[config.mk]
export PLATFORM = sky130hd
export DESIGN_NAME = one_wire_crc_engine_flat
export DESIGN_NICKNAME = d
export VERILOG_FILES = /design/src/rtl/one_wire_crc_engine_if.sv /design/src/rtl/one_wire_crc_engine.sv /design/src/flat_wrapper.sv
export SDC_FILE = /design/constraint.sdc
export NUM_CORES = 1
export LEC_CHECK = 0
export ABC_AREA = 0
export CORE_ASPECT_RATIO = 0.5
export CORE_UTILIZATION = 53
export DETAILED_ROUTE_END_ITERATION = 16
export HOLD_SLACK_MARGIN = 0.15
export MAX_ROUTING_LAYER = met4
export PLACE_DENSITY_LB_ADDON = 0.15
export RECOVER_POWER = 100
export SETUP_SLACK_MARGIN = 0.15
export SLEW_MARGIN = 10
export SYNTH_ARGS = -nofsm -noshare
export SYNTH_HDL_FRONTEND = slang
export SYNTH_SLANG_ARGS = --single-unit
[constraint.sdc]
create_clock -name clk -period 2.45 [get_ports clk]
set_input_delay 0.245 -clock clk [delete_from_list [all_inputs] [get_ports clk]]
set_output_delay 0.245 -clock clk [all_outputs]
set_load 0.005 [all_outputs]
[src/rtl/one_wire_crc_engine_if.sv]
// -----------------------------------------------------------------------------
// one_wire_crc_engine_if
//
// Bundles the command, serial-bit and result signals of the 1-Wire CRC
// engine.
//   master : the side issuing start/abort and shifting in bits (testbench,
//            bus controller)
//   slave  : the CRC engine itself
//
// Handshake: start, bit_valid and abort are single-cycle qualifiers sampled
// on the rising clk edge. There is no ready/backpressure. While busy=1 the
// engine absorbs bit_in on every cycle where bit_valid=1. done pulses for
// one cycle when the run completes. crc_ok is meaningful only while done=1.
// crc_out holds its value until the next start.
//
// Signals:
//   start     : load INIT and latch num_bits
//   num_bits  : serial bit count for the run (CNT_W bits)
//   bit_valid : qualifies bit_in
//   bit_in    : serial data, LSB-first
//   abort     : cancel the run in progress
//   busy      : engine is absorbing bits
//   done      : one-cycle completion pulse
//   crc_out   : raw register XOR XOROUT (CRC_W bits)
//   crc_ok    : residue check result
// -----------------------------------------------------------------------------
interface one_wire_crc_engine_if #(
    parameter int CRC_W = 8,
    parameter int CNT_W = 16
);
    logic             start;
    logic [CNT_W-1:0] num_bits;
    logic             bit_valid;
    logic             bit_in;
    logic             abort;
    logic             busy;
    logic             done;
    logic [CRC_W-1:0] crc_out;
    logic             crc_ok;

    modport master (
        output start, num_bits, bit_valid, bit_in, abort,
        input  busy, done, crc_out, crc_ok
    );

    modport slave (
        input  start, num_bits, bit_valid, bit_in, abort,
        output busy, done, crc_out, crc_ok
    );
endinterface

[src/rtl/one_wire_crc_engine.sv]
// -----------------------------------------------------------------------------
// one_wire_crc_engine
//
// Bit-serial reflected CRC engine for 1-Wire traffic (Dallas CRC-8 by
// default, 1-Wire CRC-16 with CRC_W=16 / POLY_R=16'hA001).
// The engine absorbs num_bits serial bits, LSB-first, through a right-shifting
// register.
//
// Ports:
//   clk       : clock, rising edge
//   rst_n     : asynchronous active-low reset
//   bus       : one_wire_crc_engine_if.slave (start/num_bits/bit_valid/
//               bit_in/abort in; busy/done/crc_out/crc_ok out)
//   dbg_state : current FSM state (0=IDLE, 1=RUN, 2=FINISH)
//
// Optional feature macro: ONE_WIRE_CRC_RESIDUE_CHECK_EN
//   Defined   : crc_ok = (raw register == RESIDUE) during done.
//   Undefined : crc_ok is tied to 0 and no comparator is built.
// -----------------------------------------------------------------------------
module one_wire_crc_engine #(
    parameter int               CRC_W   = 8,
    parameter logic [CRC_W-1:0] POLY_R  = 8'h8C,
    parameter logic [CRC_W-1:0] INIT    = '0,
    parameter logic [CRC_W-1:0] XOROUT  = '0,
    parameter logic [CRC_W-1:0] RESIDUE = '0,
    parameter int               CNT_W   = 16
) (
    input  logic                  clk,
    input  logic                  rst_n,
    one_wire_crc_engine_if.slave  bus,
    output logic [1:0]            dbg_state
);

    typedef enum logic [1:0] {
        S_IDLE   = 2'd0,
        S_RUN    = 2'd1,
        S_FINISH = 2'd2
    } state_t;

    state_t           state;
    logic [CRC_W-1:0] crc_reg;
    logic [CNT_W-1:0] cnt;
    logic             busy_q;
    logic             done_q;
    logic             crc_ok_q;

    // One LFSR step for the bit currently on bit_in.
    logic             fb;
    logic [CRC_W-1:0] next_reg;
    always_comb begin
        fb       = crc_reg[0] ^ bus.bit_in;
        next_reg = (crc_reg >> 1) ^ (fb ? POLY_R : '0);
    end

    // Residue result for the two ways a run can reach FINISH:
    // zero-length start (register is INIT) or absorbing the last bit.
    logic ok_on_init;
    logic ok_on_bit;
`ifdef ONE_WIRE_CRC_RESIDUE_CHECK_EN
    always_comb begin
        ok_on_init = (INIT == RESIDUE);
        ok_on_bit  = (next_reg == RESIDUE);
    end
`else
    // Constant 0. RESIDUE appears only so the parameter stays referenced;
    // the expression folds away.
    always_comb begin
        ok_on_init = 1'b0 & (^RESIDUE);
        ok_on_bit  = 1'b0;
    end
`endif

    localparam logic [CNT_W-1:0] CNT_ONE = {{(CNT_W-1){1'b0}}, 1'b1};

    always_ff @(posedge clk or negedge rst_n) begin
        if (!rst_n) begin
            state    <= S_IDLE;
            crc_reg  <= '0;
            cnt      <= '0;
            busy_q   <= 1'b0;
            done_q   <= 1'b0;
            crc_ok_q <= 1'b0;
        end else begin
            done_q   <= 1'b0;
            crc_ok_q <= 1'b0;
            // start restarts from any state and wins over abort. A FINISH
            // cycle pre-empted here has already shown done=1.
            if (bus.start) begin
                crc_reg <= INIT;
                cnt     <= bus.num_bits;
                if (bus.num_bits == '0) begin
                    state    <= S_FINISH;
                    busy_q   <= 1'b0;
                    done_q   <= 1'b1;
                    crc_ok_q <= ok_on_init;
                end else begin
                    state  <= S_RUN;
                    busy_q <= 1'b1;
                end
            end else begin
                case (state)
                    S_IDLE: begin
                        busy_q <= 1'b0;
                    end
                    S_RUN: begin
                        // abort beats bit_valid and leaves crc_reg untouched.
                        if (bus.abort) begin
                            state  <= S_IDLE;
                            busy_q <= 1'b0;
                        end else if (bus.bit_valid) begin
                            crc_reg <= next_reg;
                            // cnt is never 0 in RUN, so it cannot wrap here.
                            cnt     <= cnt - CNT_ONE;
                            if (cnt == CNT_ONE) begin
                                state    <= S_FINISH;
                                busy_q   <= 1'b0;
                                done_q   <= 1'b1;
                                crc_ok_q <= ok_on_bit;
                            end
                        end
                    end
                    S_FINISH: begin
                        state  <= S_IDLE;
                        busy_q <= 1'b0;
                    end
                    default: begin
                        state  <= S_IDLE;
                        busy_q <= 1'b0;
                    end
                endcase
            end
        end
    end

    assign bus.busy    = busy_q;
    assign bus.done    = done_q;
    assign bus.crc_ok  = crc_ok_q;
    assign bus.crc_out = crc_reg ^ XOROUT;
    assign dbg_state   = state;

endmodule

[src/flat_wrapper.sv]
// flat-port wrapper written by rule: the top's interface ports become plain ports
module one_wire_crc_engine_flat 
#(
    parameter int               CRC_W   = 8,
    parameter logic [CRC_W-1:0] POLY_R  = 8'h8C,
    parameter logic [CRC_W-1:0] INIT    = '0,
    parameter logic [CRC_W-1:0] XOROUT  = '0,
    parameter logic [CRC_W-1:0] RESIDUE = '0,
    parameter int               CNT_W   = 16
)
  (clk, rst_n, dbg_state, bus_start, bus_num_bits, bus_bit_valid, bus_bit_in, bus_abort, bus_busy, bus_done, bus_crc_out, bus_crc_ok);
  one_wire_crc_engine_if #(.CRC_W(CRC_W), .CNT_W(CNT_W)) bus_i ();
  input  logic clk;
  input  logic rst_n;
  output logic [1:0] dbg_state;
  input wire logic [$bits(bus_i.start)-1:0] bus_start;
  input wire logic [$bits(bus_i.num_bits)-1:0] bus_num_bits;
  input wire logic [$bits(bus_i.bit_valid)-1:0] bus_bit_valid;
  input wire logic [$bits(bus_i.bit_in)-1:0] bus_bit_in;
  input wire logic [$bits(bus_i.abort)-1:0] bus_abort;
  output wire logic [$bits(bus_i.busy)-1:0] bus_busy;
  output wire logic [$bits(bus_i.done)-1:0] bus_done;
  output wire logic [$bits(bus_i.crc_out)-1:0] bus_crc_out;
  output wire logic [$bits(bus_i.crc_ok)-1:0] bus_crc_ok;
  assign bus_i.start = bus_start;
  assign bus_i.num_bits = bus_num_bits;
  assign bus_i.bit_valid = bus_bit_valid;
  assign bus_i.bit_in = bus_bit_in;
  assign bus_i.abort = bus_abort;
  assign bus_busy = bus_i.busy;
  assign bus_done = bus_i.done;
  assign bus_crc_out = bus_i.crc_out;
  assign bus_crc_ok = bus_i.crc_ok;
  one_wire_crc_engine #(.CRC_W(CRC_W), .POLY_R(POLY_R), .INIT(INIT), .XOROUT(XOROUT), .RESIDUE(RESIDUE), .CNT_W(CNT_W)) u_core (.clk(clk), .rst_n(rst_n), .bus(bus_i), .dbg_state(dbg_state));
endmodule
### Word-level counts from Yosys, hierarchy flattened

Index checks and enable logic that the tools add are counted.

* $add $sub $neg: 1
* eq/ne operators: 6
* mux-type cells: 27
* bitwise gates (word level): 2
* reduce and logical (&&, ||, !) cells: 7

Operators with widths (count)
* 16-bit 2-to-1 mux: 4
* 8-bit 2-to-1 mux: 5
* 16-bit by 1-bit equality test with 1-bit output, second input constant: 1
* 16-bit zero test: 1
* 16-bit by 1-bit subtractor with 16-bit output, second input constant: 1
* 1-bit 2-to-1 mux: 12
* 2-bit 2-to-1 mux: 5
* 7-bit by 8-bit bitwise XOR with 8-bit output: 1
* 3-bit AND reduction: 2
* 2-bit != test, second input constant: 2
* 4-bit by 3-bit != test with 1-bit output, second input constant: 1
* 4-bit != test, second input constant: 1
* 2-bit case mux with 2 select lines: 1
* 2-bit nonzero test: 2
* 2-bit by 1-bit equality test with 1-bit output, second input constant: 1
* 2-bit zero test: 1
* 2-bit AND reduction: 1
* 1-bit bitwise XOR: 1

* register bits after elaboration: 28
* input port bits: 22

### Logic depth before layout (Yosys ltp)

Gate-level depths: netlist (run 1).

* word-level depth: 7
* depth in mapped cells: 6
* mapped depth without buffers: 6

### Least setup slack after synthesis (run 1)

Ideal clock, no wire load.

* kind: register -> register
* start point: reg u_core.cnt[0]
* end point: reg u_core.cnt[14]
* library setup time: 0.082 ns
* arrival: 1.504 ns
* required time: 2.368 ns
* path slack: 0.865 ns
* stages on the path, launching flop included: 7
* path through: dfrtp_1 > inv_1 > ha_1 > nor3b_2 > nand3_2 > or3_1 > a31oi_1

* cells in the longest elaborated chain, start to end: 5

RTL lines
* start: declaration: line one_wire_crc_engine.sv:42 `logic [CNT_W-1:0] cnt;`
* start signal: assignment: line one_wire_crc_engine.sv:90 `cnt <= bus.num_bits;`
* start signal: assignment: line one_wire_crc_engine.sv:113 `cnt <= cnt - CNT_ONE;`
* 16-bit by 1-bit subtractor with 16-bit output: line one_wire_crc_engine.sv:113
* 16-bit 2-to-1 mux: line one_wire_crc_engine.sv:110 `end else if (bus.bit_valid) begin`
* 16-bit 2-to-1 mux: line one_wire_crc_engine.sv:107 `if (bus.abort) begin`
* 16-bit 2-to-1 mux: line one_wire_crc_engine.sv:101 `case (state)`
* 16-bit 2-to-1 mux: line one_wire_crc_engine.sv:88 `if (bus.start) begin`

No other way between the ends. The select of a mux whose other input is x is not followed.
A chain may end at the register's enable or synchronous reset.

### Worst setup path in the final report (run 1)

* start point: reg u_core.cnt[5]
* end point: reg u_core.cnt[14]

The elaborated chain is that of the path after synthesis.

==> flow_summary.ini, run 1 <==
[logic_synthesis]
synth_commonest_cells = nand2_1, dfrtp_1, o21ai_0
yosys.area_share.adder_pct = 1.66
synth_xor_area_share_pct = 8.73
yosys.area.top_type_share_pct = 46.6
ys.flop_type = dfrtp_1
synth-seq-area-share_pct = 46.6
ys_ff_latch = 28
synthTopCellsByArea = dfrtp_1, nand2_1, xor2_1
avgSynthCellArea_um2 = 9.18
synth.area.mux_share_pct = 0
synthArstFlopShare_pct = 100
synth_edf_count = 0
synth.largest_area_cell = dfrtp_1
yosys.cell_types.count = 30
synth_nets = 188
synth_top_family_by_area = simple AND/OR/NAND/NOR gates
synth_warnings = 0
synthCells = 164
synth_most_common_cell = nand2_1
syn_area_um2 = 1510
synthSimpleGateAreaFrac_pct = 28.2
synth_compound_area_share_pct = 11.1

[floorplan]
die_x_um = 77.4
die_h_um = 39.7
io-pin-count = 35
dieArea_um2 = 3070
fp.coreArea_um2 = 2650
rows = 13
initial_core_util_pct = 56.8

[setup_path]
worstPathMaxFanout = 7
cp-end-kind = flip-flop
cp-start-kind = flip-flop
cp.arrival_ns = 2.18
worst-setup-path-type = reg -> reg
worstSetupStartpoint = u_core.cnt[5]$_DFFE_PN0P_
r2r-start = u_core.cnt[5]$_DFFE_PN0P_
worst_ep_required_time_ns = 2.65

[cts]
clockBufferDepth = 2
cts_hold_buf = 0
cts_inserted_buffers = 3
h-tree-depth = 1
clockRootBuffer = clkbuf_8
clock_sinks = 28
clk_pin_slew_ns = 0.10
postCtsSetupBuffers = 0
clk_latency_ns = 0.28
postCtsResizedCells = 0
cts_tree = done

[cells_and_area]
final-seq-area_um2 = 701
nNetsFinal = 223
fin_cells = 235
fillers = 203
drive_gt1_share_pct = 5.05
multi_input_area_um2 = 737
n_antenna_cell = 0
syn_to_final_growth_pct = 28.0

[sta]
tightest_slew_ns = 1.47
relSlewSlack_pct = 2.20
fmax_mhz = 504
fin_crit_sh_pct = 80.9
finalSetupViolCount = 0
drv_slew = 0
skew_ns = 0.00477
final.setup.tns_ns = 0
rsz0062_at_grt = no
fin_hold_ws_ns = 0.536
final_hold_viol_count = 0
fin_crit_ns = 1.98

[detailed_routing]
drt_iter0_drc = 56
drt-vias-per-instance = 5.54
wl_um = 3210
vias = 1303
ant_nets = 0
drt_first_pass_iters = 4
drcViolationCount = 0
wire_per_inst_um = 13.7

[place]
dp_hpwl_um = 2340
io_buffers = 33
dp.cells = 231
gp_congestion = 0.844

[grt]
grt_start_max_net_pins = 29
grt_pass1_wl_um = 5200
grt_usage_pct = 24.3
grt_pass1_vias = 1108
antenna_found_initial = 0
overflow = 0

[min_path]
hold_class = reg -> reg
hp-start = u_core.bus.busy$_DFFE_PN0P_

[pwr]
peakVddDrop_uv = 521
p_per_area_nw_per_um2 = 548
leakage_nw = 0.785

[job]
drv_cap = 0

[run_status]
outcome = complete, no violations
[final timing paths]
| kind | cells past startpoint | end | slack (ns) |
|---|---|---|---|
| max | 4 | u_core.cnt[14]$_DFFE_PN0P_ | 0.47 |
| min | 2 | u_core.bus.busy$_DFFE_PN0P_ | 0.54 |
| max reg2reg | 4 | u_core.cnt[14]$_DFFE_PN0P_ | 0.47 |
| min reg2reg | 2 | u_core.bus.busy$_DFFE_PN0P_ | 0.54 |
| max in group asynchronous | 2 | u_core.cnt[9]$_DFFE_PN0P_ | 0.76 |
| min in group asynchronous | 2 | u_core.bus.crc_out[4]$_DFFE_PN0P_ | 0.83 |
[cell type report]
cell class | count | area share, %
clock buffers | 3 | 2.14
clock inverters | 1 | 1.56
inverters | 4 | 0.779
multi-input cells | 124 | 38.2
flip-flops and latches | 28 | 36.4
well taps | 37 | 2.40
repair buffers | 38 | 18.5
[layout by cell type, fill, tap and decap left out, types with 2 or more instances in the layout]
master	instances
o21ai_0	18
inv_1	4
ha_1	2
or3_1	3
nor2_1	10
nor3_1	4
nand3b_1	2
nand4_1	4
nand2_1	32
clkdlybuf4s50_1	20
xor2_1	12
nor4_1	6
xnor2_1	3
dlygate4sd3_1	13
a22o_1	2
buf_4	2
nand4b_1	2
a31oi_1	3
nand3_1	3
clkbuf_1	3
a21oi_1	8
dfrtp_1	28
clkbuf_8	3
[metrics by stage]
stage	setup slack (ns)	cell area, µm²	utilization [%]	power, mW
5_1_grt	0.348	1930	72.7	1.10
2_1_floorplan	0.865	1510	-	0.621
4_1_cts	0.610	1950	73.6	1.07
3_5_place_dp	0.507	1880	70.9	0.705
6_report	0.467	1930	72.7	1.06
3_3_place_gp	0.580	1880	70.9	0.701
[critical path: stages (launching register included)]
cell and delay, ns:
dfrtp_1 0.42, nor4_2 0.68, nand3_1 0.25, or3_1 0.36, a31oi_1 0.19
[cells by family after synthesis]
kind of cell / Yosys count
compound gates: 31
xor+xnor: 15
fa+ha+maj: 2
buf+inv: 12
flops: 28
other cells: 1
simple gates: 75
[sequential cells by signal, indices dropped and copies added, names as in the netlist]
register,count
u_core.bus.crc_out,8
u_core.bus.done,1
u_core.bus.busy,1
u_core.cnt,16
u_core.dbg_state,2
[routing by layer]
| layer | routed length, µm | vias up | track usage, % | part of all wire, % |
|---|---|---|---|---|
| met5 | 0 | - | - | 0 |
| met4 | 31 | 0 | 8.96 | 0.97 |
| met3 | 118 | 4 | 5.58 | 3.7 |
| met2 | 1490 | 31 | 41.6 | 46 |
| met1 | 1580 | 622 | 29.3 | 49 |
| li1 | - | 646 | - | - |
[report_power, final]
part | switching [mW] | internal [mW]
clock | 0.148 | 0.219
combinational | 0.0808 | 0.0795
sequential | 0.0366 | 0.492
(Power assumes the default switching activity.)
==> run 2, diff against run 1 <==
CORE_UTILIZATION = 49   (was 53)
clock period = 1.9 ns   (was 2.45 ns; I/O delays follow)
==> run 2 against run 1 <==
Net effect:
- final area increased by 1.9%
- via count is 2.5% higher
- clock skew shrank 0.0012 ns
- global-route usage up 0.19 points
- die area is 7.8% higher
- largest power group unchanged
==> flow_summary.ini, run 2 (synthesized netlist as in run 1, its figures left out) <==
[cts]
clk_pin_slew_ns = 0.10
clk_latency_ns = 0.28
cts_hold_buf = 0
h-tree-depth = 1
clock_sinks = 28
cts_tree = done
cts_inserted_buffers = 3
clockBufferDepth = 2
clockRootBuffer = clkbuf_8

[grt]
grt_pass1_vias = 1210
grt_pass1_wl_um = 5470
overflow = 0
use_met2_pct = 41.9
grt_start_max_net_pins = 39
met3_usage_pct = 6.67
met1_usage_pct = 28.7
top_usage_layer = met2
antenna_found_initial = 0
grt_usage_pct = 24.5

[pwr]
p_per_area_nw_per_um2 = 708
power_mw = 1.39
p_sw_share_pct = 25.7
pwr-share-clk_pct = 34.8
peakVddDrop_uv = 453
power_switching_uw = 357
combinationalPowerShare_pct = 16.0
seqPwrFrac_pct = 49.2
p_int_mw = 1.03
leakage_nw = 0.814

[sta]
fmax_mhz = 593
final.setup.tns_ns = 0
rsz0062_at_grt = yes
skew_ns = 0.00356
fin_hold_ws_ns = 0.468
fin_crit_ns = 1.69
finalSetupViolCount = 0
tightest_slew_ns = 0.697
final_hold_viol_count = 0
fin_crit_sh_pct = 88.8
drv_slew = 0
relSlewSlack_pct = 53.5

[cells_and_area]
nNetsFinal = 228
syn_to_final_growth_pct = 30.5
final_util_pct = 71.5
final_common_cell = nand2_1
final_cell_mix = nand2_1, dfrtp_1, clkdlybuf4s50_1
regMostFlops = u_core.cnt
largest_register_ffs = 16
n_antenna_cell = 0
fin_area_um2 = 1960
drive_gt1_share_pct = 7.88

[place]
dp_hpwl_um = 2440
placed_area_um2 = 1900
io_buffers = 33
gp_congestion = 0.819

[floorplan]
rows = 13
dieArea_um2 = 3310
initial_core_util_pct = 54.8
fp.coreArea_um2 = 2750
die_h_um = 41.2
die_x_um = 80.4
io-pin-count = 35

[setup_path]
cp-start-kind = flip-flop
cp-end-kind = flip-flop
cp.arrival_ns = 1.90
worst-setup-path-type = reg -> reg
worst_ep_required_time_ns = 2.12
worstPathMaxFanout = 5

[detailed_routing]
drt_first_pass_iters = 5
drt-vias-per-instance = 5.56
drcViolationCount = 0
vias = 1335
ant_nets = 0
drt_iter0_drc = 39
wire_per_inst_um = 14.2
wl_um = 3420

[min_path]
hold_class = in -> async

[job]
drv_cap = 0

[run_status]
outcome = complete, no violations
-- run 2: layer usage --
layer,vias up,routed length (µm)
li1,655,-
met1,625,1560
met2,45,1600
met3,10,212
met4,0,46
met5,-,0
-- run 2: repair_timing --
item / in CTS / in global routing
setup endpoints to repair: 0 / 10
gates resized for setup: 0 / 3
buffers inserted: 0 / 3
-- run 2: layout make-up --
class                           count  area (µm²)
Clock inverter                      1        30.0
Multi-Input combinational cell    124         737
Sequential cell                    28         702
Tap cell                           37        46.3
Timing Repair Buffer               43         393
Inverter                            4        15.0
Clock buffer                        3        41.3
Fill cell                         212         785
-- run 2: worst paths after layout --
check | startpoint | endpoint | slack [ns] | cells after the start
worst min-delay path | rst_n | u_core.bus.crc_out[3]$_DFFE_PN0P_ | 0.47 | 2
min in group clk | bus_num_bits[10] | u_core.cnt[10]$_DFFE_PN0P_ | 0.48 | 3
worst max-delay path | u_core.cnt[4]$_DFFE_PN0P_ | u_core.cnt[13]$_DFFE_PN0P_ | 0.21 | 5
worst min register to register | u_core.bus.busy$_DFFE_PN0P_ | u_core.bus.busy$_DFFE_PN0P_ | 0.54 | 2
worst max register to register | u_core.cnt[4]$_DFFE_PN0P_ | u_core.cnt[13]$_DFFE_PN0P_ | 0.21 | 5
max in group asynchronous | rst_n | u_core.cnt[0]$_DFFE_PN0P_ | 0.94 | 2
-- run 2: power groups by stage --
stage | combinational (mW) | sequential, mW | clock, mW
after global routing | 0.250 | 0.690 | 0.519
after CTS | 0.222 | 0.685 | 0.489
after floorplan | 0.114 | 0.687 | 0
final | 0.222 | 0.684 | 0.483
after global placement | 0.215 | 0.694 | 0
after detailed placement | 0.220 | 0.695 | 0
-- run 2: critical path: stages, from the launching register on --
cell and delay (ns):
dfrtp_1 0.44, nor4_1 0.33, buf_4 0.21, nand3_1 0.11, or3_1 0.37, a31oi_1 0.17
-- run 2: stage by stage --
stage | instances | setup WS [ns]
after floorplan | 164 | 0.315
after detailed placement | 233 | 0.0983
after global placement | 233 | 0.190
after global routing | 240 | 0.0826
after CTS | 237 | 0.163
final | 240 | 0.212
